File: src/rtl/martian_date_counter.sv
// Martian (Darian-style) calendar counter.
// Keeps a year/month/sol date that advances one sol per tick and accepts a
// validated load of a new date. The 27/28-sol month rule used to decide when
// to roll over is the same one presented on month_len for downstream decode.

module martian_date_counter #(
   parameter int YEAR_W = 16
) (
   input  logic              clk,
   input  logic              reset,
   input  logic              tick,
   input  logic              load,
   input  logic [YEAR_W-1:0] ld_year,
   input  logic [4:0]        ld_month,
   input  logic [4:0]        ld_sol,
   output logic [YEAR_W-1:0] year,
   output logic [4:0]        month,
   output logic [4:0]        sol,
   output logic              leap_year,
   output logic [4:0]        month_len,
   output logic              month_wrap,
   output logic              year_wrap,
   output logic              load_err
);

   // Calendar constants. Months run 0..23 and sols are 1-based.
   localparam logic [4:0]        LAST_MONTH = 5'd23;
   localparam logic [4:0]        FIRST_SOL  = 5'd1;
   localparam logic [4:0]        LEN_SHORT  = 5'd27;
   localparam logic [4:0]        LEN_LONG   = 5'd28;
   localparam logic [YEAR_W-1:0] TEN        = YEAR_W'(10);
   localparam logic [YEAR_W-1:0] YEAR_ONE   = YEAR_W'(1);

   // A year is leap when it is odd or a multiple of ten.
   function automatic logic is_leap(input logic [YEAR_W-1:0] y);
      return y[0] || ((y % TEN) == '0);
   endfunction

   // Even months are long; odd months are short except the last month of a
   // leap year, which carries the extra sol.
   function automatic logic [4:0] len_of(input logic [4:0] m, input logic leap);
      logic [4:0] len;
      if (!m[0])
         len = LEN_LONG;
      else if ((m == LAST_MONTH) && leap)
         len = LEN_LONG;
      else
         len = LEN_SHORT;
      return len;
   endfunction

   logic              cur_leap;
   logic [4:0]        cur_len;

   logic              ld_leap;
   logic [4:0]        ld_len;
   logic              ld_ok;

   logic [YEAR_W-1:0] tick_year;
   logic [4:0]        tick_month;
   logic [4:0]        tick_sol;
   logic              tick_mwrap;
   logic              tick_ywrap;

   logic [YEAR_W-1:0] next_year;
   logic [4:0]        next_month;
   logic [4:0]        next_sol;
   logic              next_mwrap;
   logic              next_ywrap;
   logic              next_lerr;

   // Leap status and month length of the date currently held.
   always_comb begin
      cur_leap = is_leap(year);
      cur_len  = len_of(month, cur_leap);
   end

   // Validate the load request against the length of the month being loaded.
   always_comb begin
      ld_leap = is_leap(ld_year);
      ld_len  = len_of(ld_month, ld_leap);
      ld_ok   = (ld_month <= LAST_MONTH) && (ld_sol >= FIRST_SOL) && (ld_sol <= ld_len);
   end

   // Date one sol after the current one, with the roll-over pulses it causes.
   always_comb begin
      tick_year  = year;
      tick_month = month;
      tick_sol   = sol;
      tick_mwrap = 1'b0;
      tick_ywrap = 1'b0;
      if (sol < cur_len) begin
         tick_sol = sol + 5'd1;
      end else if (month < LAST_MONTH) begin
         tick_sol   = FIRST_SOL;
         tick_month = month + 5'd1;
         tick_mwrap = 1'b1;
      end else begin
         tick_sol   = FIRST_SOL;
         tick_month = '0;
         tick_year  = year + YEAR_ONE;
         tick_mwrap = 1'b1;
         tick_ywrap = 1'b1;
      end
   end

   // Choose the next state: a load (legal or not) always beats a tick.
   always_comb begin
      next_year  = year;
      next_month = month;
      next_sol   = sol;
      next_mwrap = 1'b0;
      next_ywrap = 1'b0;
      next_lerr  = 1'b0;
      if (load) begin
         if (ld_ok) begin
            next_year  = ld_year;
            next_month = ld_month;
            next_sol   = ld_sol;
         end else begin
            next_lerr = 1'b1;
         end
      end else if (tick) begin
         next_year  = tick_year;
         next_month = tick_month;
         next_sol   = tick_sol;
         next_mwrap = tick_mwrap;
         next_ywrap = tick_ywrap;
      end
   end

   // Date and pulse registers; reset drops back to 0/0/1 with pulses cleared.
   always_ff @(posedge clk or posedge reset) begin
      if (reset) begin
         year       <= '0;
         month      <= '0;
         sol        <= FIRST_SOL;
         month_wrap <= 1'b0;
         year_wrap  <= 1'b0;
         load_err   <= 1'b0;
      end else begin
         year       <= next_year;
         month      <= next_month;
         sol        <= next_sol;
         month_wrap <= next_mwrap;
         year_wrap  <= next_ywrap;
         load_err   <= next_lerr;
      end
   end

   // Expose the decoded calendar attributes of the current date.
   always_comb begin
      leap_year = cur_leap;
      month_len = cur_len;
   end

endmodule

File: config.mk
export PLATFORM = sky130hd
export DESIGN_NAME = martian_date_counter
export DESIGN_NICKNAME = d
export VERILOG_FILES = /design/src/rtl/martian_date_counter.sv
export SDC_FILE = /design/constraint.sdc
export NUM_CORES = 1
export LEC_CHECK = 0
export BUFFER_PORTS_ARGS = -buffer_cell sky130_fd_sc_hd__buf_2
export CORE_UTILIZATION = 45
export DETAILED_ROUTE_END_ITERATION = 6
export GPL_TIMING_DRIVEN = 0
export PLACE_DENSITY = 0.63
export SYNTH_ARGS = -nofsm -noshare
export SYNTH_HDL_FRONTEND = slang
export SYNTH_SLANG_ARGS = --single-unit
File: constraint.sdc
create_clock -name clk -period 6.4 [get_ports clk]
set_input_delay 1.28 -clock clk [delete_from_list [all_inputs] [get_ports clk]]
set_output_delay 1.28 -clock clk [all_outputs]
set_load 0.05 [all_outputs]
==> summary.md, run 1 <==
| Metric | Value |
|---|---|
| Status | `complete, but fails checks` |
| Failing checks | `setup timing` |
| Int Power | `1.67 mW` |
| Tmin final | `7.31 ns` |
| Num CTS Buffers | `5` |
| Total grt overflow | `0` |
| Synth top area cells | `dfrtp_1, nand2_1, a21oi_1` |
| Post-route cell area | `roughly 7600 µm²` |
| Top FF cell, synth | `dfrtp_1` |
| Fin. max-slew vios | `0` |
| CTS max path bufs | `2` |
| GR Util All Layers | `30.8%` |
| Most frequent CP cell | `buf_4` |
| WL final | `20400 µm` |
| Detailed Route Iter0 Violations | `just under 800` |
| Largest family of logic cells by synthesized area | `compound AO/OA/AOI/OAI gates` |
| Total Power | `between 3 and 4 mW` |
| RD Place Congestion | `0.919` |
| Critical path launch point type | `primary input` |
| Synth Cell Area | `around 5300 µm²` |
| Post-synthesis mux area share | `under 10%` |
| WL per Instance | `~20 µm` |
| Slew @ Worst Pin | `1.15 ns` |
| DR vias/cell | `6.81` |
| Final cycle utilization of the critical path | `114%` |
| WP data required | `6.57 ns` |
| Synth Area per Inst | `6.97 µm²` |
| CP Buf/Inv Count | `9` |
| Die area | `around 12000 µm²` |
| MaxCap Viol Count | `0` |
| Post-Synth XOR/XNOR Area | `~2.1%` |
| Top cell family by delay on the critical path | `compound AO/OA/AOI/OAI gates` |
| R2r startpoint | `year[14]` |
| DP Area | `between 6000 and 7000 µm²` |
| Crit path arrival time | `about 7.5 ns` |
| Vias in the first global route | `roughly 6600` |
| CP Launch Point | `ld_year[12]` |
| Maximum vdd drop | `between 0.5 and 0.6 mV` |
| Placement Setup Slack | `-1.68 ns` |
| Compound-Gate Fraction of Synth Area | `40.5%` |
| Top cells by count, synth | `nand2_1, nor2_1, a21oi_1` |
| DR vias | `roughly 7000` |
| Final hold violations | `0` |
| Slew headroom | `23.6%` |
| Die Height | `between 100 and 150 µm` |
| Clock root cell | `clkbuf_16` |
| # setup viols final | `32` |
| Power share of the sequential group | `9.2%` |
| Met1 usage | `40.1%` |
| Hold Path Origin | `sol[0]` |
| Sw power | `just under 2 mW` |
| Crit path setup slack, layout | `-0.910 ns` |
| Critical path's slowest cell | `a2111oi_4` |
| Yosys reg bits | `29` |
| Peak Freq | `approximately 0.14 GHz` |
| DP Wirelength | `around 14000 µm` |
| Share of layout cells above drive strength 1 | `around 37%` |
| First-pass GRT wire length | `approximately 32000 µm` |
| N_diodes | `0` |
| Die X | `111 µm` |
| Final Skew | `around 0.0037 ns` |
| Busiest layer in global routing | `met2` |
| Sw frac | `between 50% and 60%` |
| CP max stage delay | `~0.37 ns` |
| Clock Power Share | `under 10%` |
| P_leak | `2.95 nW` |
| RSZ-0062 raised after global routing | `yes` |
| CORE AREA | `about 11000 µm²` |
| Worst hold-check path type | `reg -> reg` |
| CP endpoint kind | `flip-flop` |
| Ys Warns | `0` |
| PortBufs | `53` |
| Cells after Synth | `around 760` |
| CTS clk-pin slew, worst paths | `around 0.050 ns` |
| Clock Latency Late Sink | `about 0.28 ns` |
| Row Count | `39` |
| Num ports | `65` |
| Met2 usage | `a little over half` |
| DRC violation count after routing | `0` |
| Most frequent cell after synthesis | `nand2_1` |
| Yosys cell types | `just under 100` |
| Post-synthesis sequential area ratio | `between 10% and 20%` |
| Share of the synthesized area in the top cell type | `13.2%` |
| Largest net degree at the start of global routing | `30` |
| First-pass DRT Iterations | `6` |
| Crit path kind | `in -> reg` |
| TritonCTS Sinks | `29` |
| # H-tree levels | `2` |
| Synth Area in Simple Gates | `30.2%` |
| Share of flip-flops with an asynchronous set or reset | `between 90% and 100%` |
| Area growth syn-to-layout | `42.7%` |
| Power per cell area | `around 480 nW/µm²` |
| Critical Path Fanout Max | `6` |
| Initial Util | `between 40% and 50%` |
| Nets | `just over 900` |
| Adder-cell share of the synthesized area | `about 2.6%` |
| Initial antenna violation count | `0` |
| Met3 Usage GRT | `under 10%` |
| Final ANT Viol Nets | `0` |
| Post-synth EDFFs | `0` |
| CTS tree | `yes` |
| Cell taking the most area after synthesis | `dfrtp_1` |
| Combinational Power Share | `between 80% and 90%` |
[path summary, 6_finish.rpt]
kind / to / slack [ns] / depth (start not counted)
worst max-delay path: month[3] / -0.91 / 37
worst min-delay path: sol[0] / 0.54 / 2
worst max register to register: month[3] / -0.51 / 28
worst min register to register: sol[0] / 0.54 / 2
max in group asynchronous: year[14] / 4.34 / 2
min in group asynchronous: month[1] / 1.29 / 2
[per-stage QoR]
stage,TNS (ns),hold WS [ns],util [%],cells
global route,-28.54,0.549,66.2,1038
global placement,-36.87,0.528,53.4,960
CTS,-22.92,0.539,59.5,1001
floorplan,-9.64,0.622,-,764
detailed placement,-42.42,0.533,53.4,960
finish,-22.21,0.543,66.2,1038
[cells by family after synthesis]
logic type,after synthesis
AOI/OAI and AO/OA,293
xor gates and xnor gates,13
adders and majority gates,11
buffers and inverters,102
DFF,29
muxes,11
other,1
and+or+nand+nor,303
[state kept, by name, indices dropped and copies added, names as in the netlist]
name	cells
load_err	1
sol	5
year_wrap	1
month_wrap	1
month	5
year	16
[per-layer routing]
metal	vias to the layer above	routed length (µm)
li1	3221	-
met1	3418	8550
met2	360	10100
met3	68	1260
met4	0	568
met5	-	0
[worst reg2reg max path: cells and delay by family, from the launching register on]
family | cells | cell delay (ns)
compound gates | 12 | 3.04
fa+ha+maj | 2 | 0.55
buf+inv | 6 | 0.95
flops | 1 | 0.42
mux | 1 | 0.15
simple gates | 7 | 1.69
[cell usage in the layout (no fill, tap or decap), types with 10 or more instances in the layout]
cell type  synthesis  layout
a21oi_1           48      35
a21oi_2            0      11
a31oi_1           19      14
and3_1            13      11
buf_2              9      54
buf_4              8      71
buf_6              5      14
clkbuf_1          43      29
dfrtp_1           28      22
inv_1             30      26
nand2_1           69      61
nand3_1           34      32
nand4_1           13      13
nor2_1            60      50
nor3_1            37      31
o211ai_1          17      17
o21ai_0           45      35
o21ai_1            6      10
[timing repair]
item,CTS,global route
pin swaps,34,54
setup buffers,35,40
hold buffers,0,0
setup endpoints to repair,33,33
gates resized for setup,72,115
gates cloned,1,0
[power groups by stage]
| stage | clock network, mW | logic [mW] | registers (mW) |
|---|---|---|---|
| 6_report | 0.232 | 3.06 | 0.332 |
| 4_1_cts | 0.234 | 2.68 | 0.328 |
| 2_1_floorplan | 0 | 1.72 | 0.490 |
| 3_3_place_gp | 0 | 2.33 | 0.315 |
| 3_5_place_dp | 0 | 2.36 | 0.318 |
| 5_1_grt | 0.242 | 3.25 | 0.342 |
[cell type report]
type                    count  area, µm²
plain buffers              64        428
clock buffers               5        125
clock inverters             3       17.5
fillers                   957       3880
inverters                  34        135
multi-input cells         633       5060
flip-flops and latches     29        734
well taps                 143        179
repair buffers            127        915
(Power assumes the default switching activity.)
==> run 2: changes to the inputs <==
ABC_CLOCK_PERIOD_IN_PS = 6400   (was unset)
REMOVE_ABC_BUFFERS = 1   (was unset)
==> summary.md, run 2 (synthesis results as in run 1) <==
| Metric | Value |
|---|---|
| CORE AREA | `11500 µm²` |
| Sw frac | `a little over half` |
| Final hold violations | `0` |
| CTS tree | `yes` |
| P_leak | `2.96 nW` |
| Hold_buf cts | `0` |
| Commonest cells after routing, fill and taps aside | `buf_4, nand2_1, buf_2` |
| TritonCTS Sinks | `29` |
| CP max stage delay | `around 0.46 ns` |
| Final ANT Viol Nets | `0` |
| Most frequent CP cell | `buf_6` |
| Power per cell area | `between 400 and 500 nW/µm²` |
| Nets | `between 900 and 1000` |
| Hold Path Origin | `sol[0]` |
| # setup viols final | `32` |
| PortBufs | `62` |
| Total grt overflow | `0` |
| Final Skew | `between 0.002 and 0.003 ns` |
| DR vias | `just over 7000` |
| CTS clk-pin slew, worst paths | `0.05 ns` |
| Failing checks | `setup timing` |
| Final cycle utilization of the critical path | `115%` |
| First-pass DRT Iterations | `6` |
| Die area | `between 10000 and 15000 µm²` |
| RSZ-0062 raised after global routing | `yes` |
| WL per Instance | `roughly 21 µm` |
| WL final | `21000 µm` |
| Regs by FF count | `year x16, month x5, sol x5` |
| Slew @ Worst Pin | `a little under 0.8 ns` |
| Worst hold-check path type | `reg -> reg` |
| Combinational Power Share | `roughly 83%` |
| DRC violation count after routing | `0` |
| Crit path kind | `in -> reg` |
| CTS max path bufs | `2` |
| Fin Setup TNS | `-24.13 ns` |
| DP Area | `roughly 5500 µm²` |
| Area growth syn-to-layout | `42.2%` |
| Clock Latency Late Sink | `approximately 0.27 ns` |
| WP data required | `around 6.6 ns` |
| # H-tree levels | `2` |
| Largest register by flop count | `year` |
| Clock Power Share | `6.0%` |
| Maximum vdd drop | `0.459 mV` |
| Largest net degree at the start of global routing | `38` |
| Post-route cell area | `between 7000 and 8000 µm²` |
| Layout fillers | `just over 900` |
| Die Height | `111 µm` |
| Power share of the sequential group | `approximately 11%` |
| Sw power | `1.99 mW` |
| Initial Util | `46.4%` |
| Slew headroom | `between 40% and 50%` |
| GR Util All Layers | `between 30% and 40%` |
| Num ports | `between 60 and 70` |
| R2r startpoint | `year[14]` |
| Register area | `749 µm²` |
| DP Wirelength | `between 10000 and 15000 µm` |
| Critical path's slowest cell | `a2111oi_4` |
| Commonest non-fill, non-tap cell in the layout | `buf_4` |
| Num CTS Buffers | `5` |
| Multi-input logic area | `5030 µm²` |
| Row Count | `39` |
| Share of layout cells above drive strength 1 | `37.9%` |
| MaxCap Viol Count | `0` |
| Peak Freq | `about 0.14 GHz` |
| Initial antenna violation count | `0` |
| Crit path setup slack, layout | `-0.948 ns` |
| CP Launch Point | `ld_year[15]` |
| Crit path arrival time | `7.50 ns` |
| Fin. max-slew vios | `0` |
| DR vias/cell | `~7` |
| Detailed Route Iter0 Violations | `slightly above 800` |
| CP endpoint kind | `flip-flop` |
| Clock root cell | `clkbuf_16` |
| Die X | `111 µm` |
| Critical Path Fanout Max | `9` |
| Critical path launch point type | `primary input` |
| Tmin final | `roughly 7.3 ns` |
| Vias in the first global route | `around 6700` |
| N_diodes | `0` |
| Status | `complete, but fails checks` |
| Int Power | `~1.7 mW` |
| Flip-flop count of the largest register after layout | `16` |
| RD Place Congestion | `around 0.86` |
| First-pass GRT wire length | `~33000 µm` |
## run 2: through the flow
stage	power (mW)	cells	setup slack, ns	util (%)	hold WS [ns]
global route	3.91	1016	-1.23	66.0	0.554
global placement	2.33	901	-4.48	47.8	0.519
CTS	3.30	986	-0.609	60.5	0.538
detailed placement	2.41	902	-4.04	48.0	0.525
finish	3.70	1016	-0.948	66.0	0.540
floorplan	1.93	696	-2.53	-	0.622
## run 2: critical path, delay by kind of cell
| kind | cells | cell delay [ns] |
|---|---|---|
| multiplexers | 1 | 0.16 |
| buffers and inverters | 5 | 0.84 |
| AO/OA/AOI/OAI | 17 | 3.34 |
| adder cells (fa/ha/maj) | 1 | 0.22 |
| AND/OR/NAND/NOR | 8 | 1.65 |
## run 2: worst paths after layout
kind / slack (ns) / endpoint / cells after the start
min: 0.54 / sol[0] / 2
max reg2reg: -0.56 / month[2] / 30
min in group asynchronous: 1.04 / month_wrap / 2
max: -0.95 / month[2] / 32
max in group asynchronous: 4.79 / sol[0] / 3
min reg2reg: 0.54 / sol[0] / 2
## run 2: timing repair
item | in CTS | in global routing
pin swaps | 68 | 29
setup buffers | 74 | 29
endpoints found under the setup margin | 33 | 33
resized for setup | 171 | 80
gates cloned | 2 | 0
## run 2: area by class of cell
cell class                 count  area share [%]
clock buffer                   8            1.80
tap                          143            2.36
multi-input combinational    634            66.4
inverter                      34            1.79
sequential                    29            9.91
timing repair buffer         168            17.7
## run 2: layer usage
metal	wire length [µm]	vias to the layer above	track usage, %
met4	522	0	12.4
li1	-	3185	-
met1	8240	3420	40.0
met3	1620	73	3.83
met5	0	-	0
met2	10600	454	53.2
## run 2: power by group through the flow
stage | sequential, mW | combinational [mW] | clock [mW]
finish | 0.408 | 3.07 | 0.224
global route | 0.418 | 3.25 | 0.239
CTS | 0.388 | 2.69 | 0.226
detailed placement | 0.420 | 1.99 | 0
global placement | 0.412 | 1.92 | 0
floorplan | 0.559 | 1.37 | 0
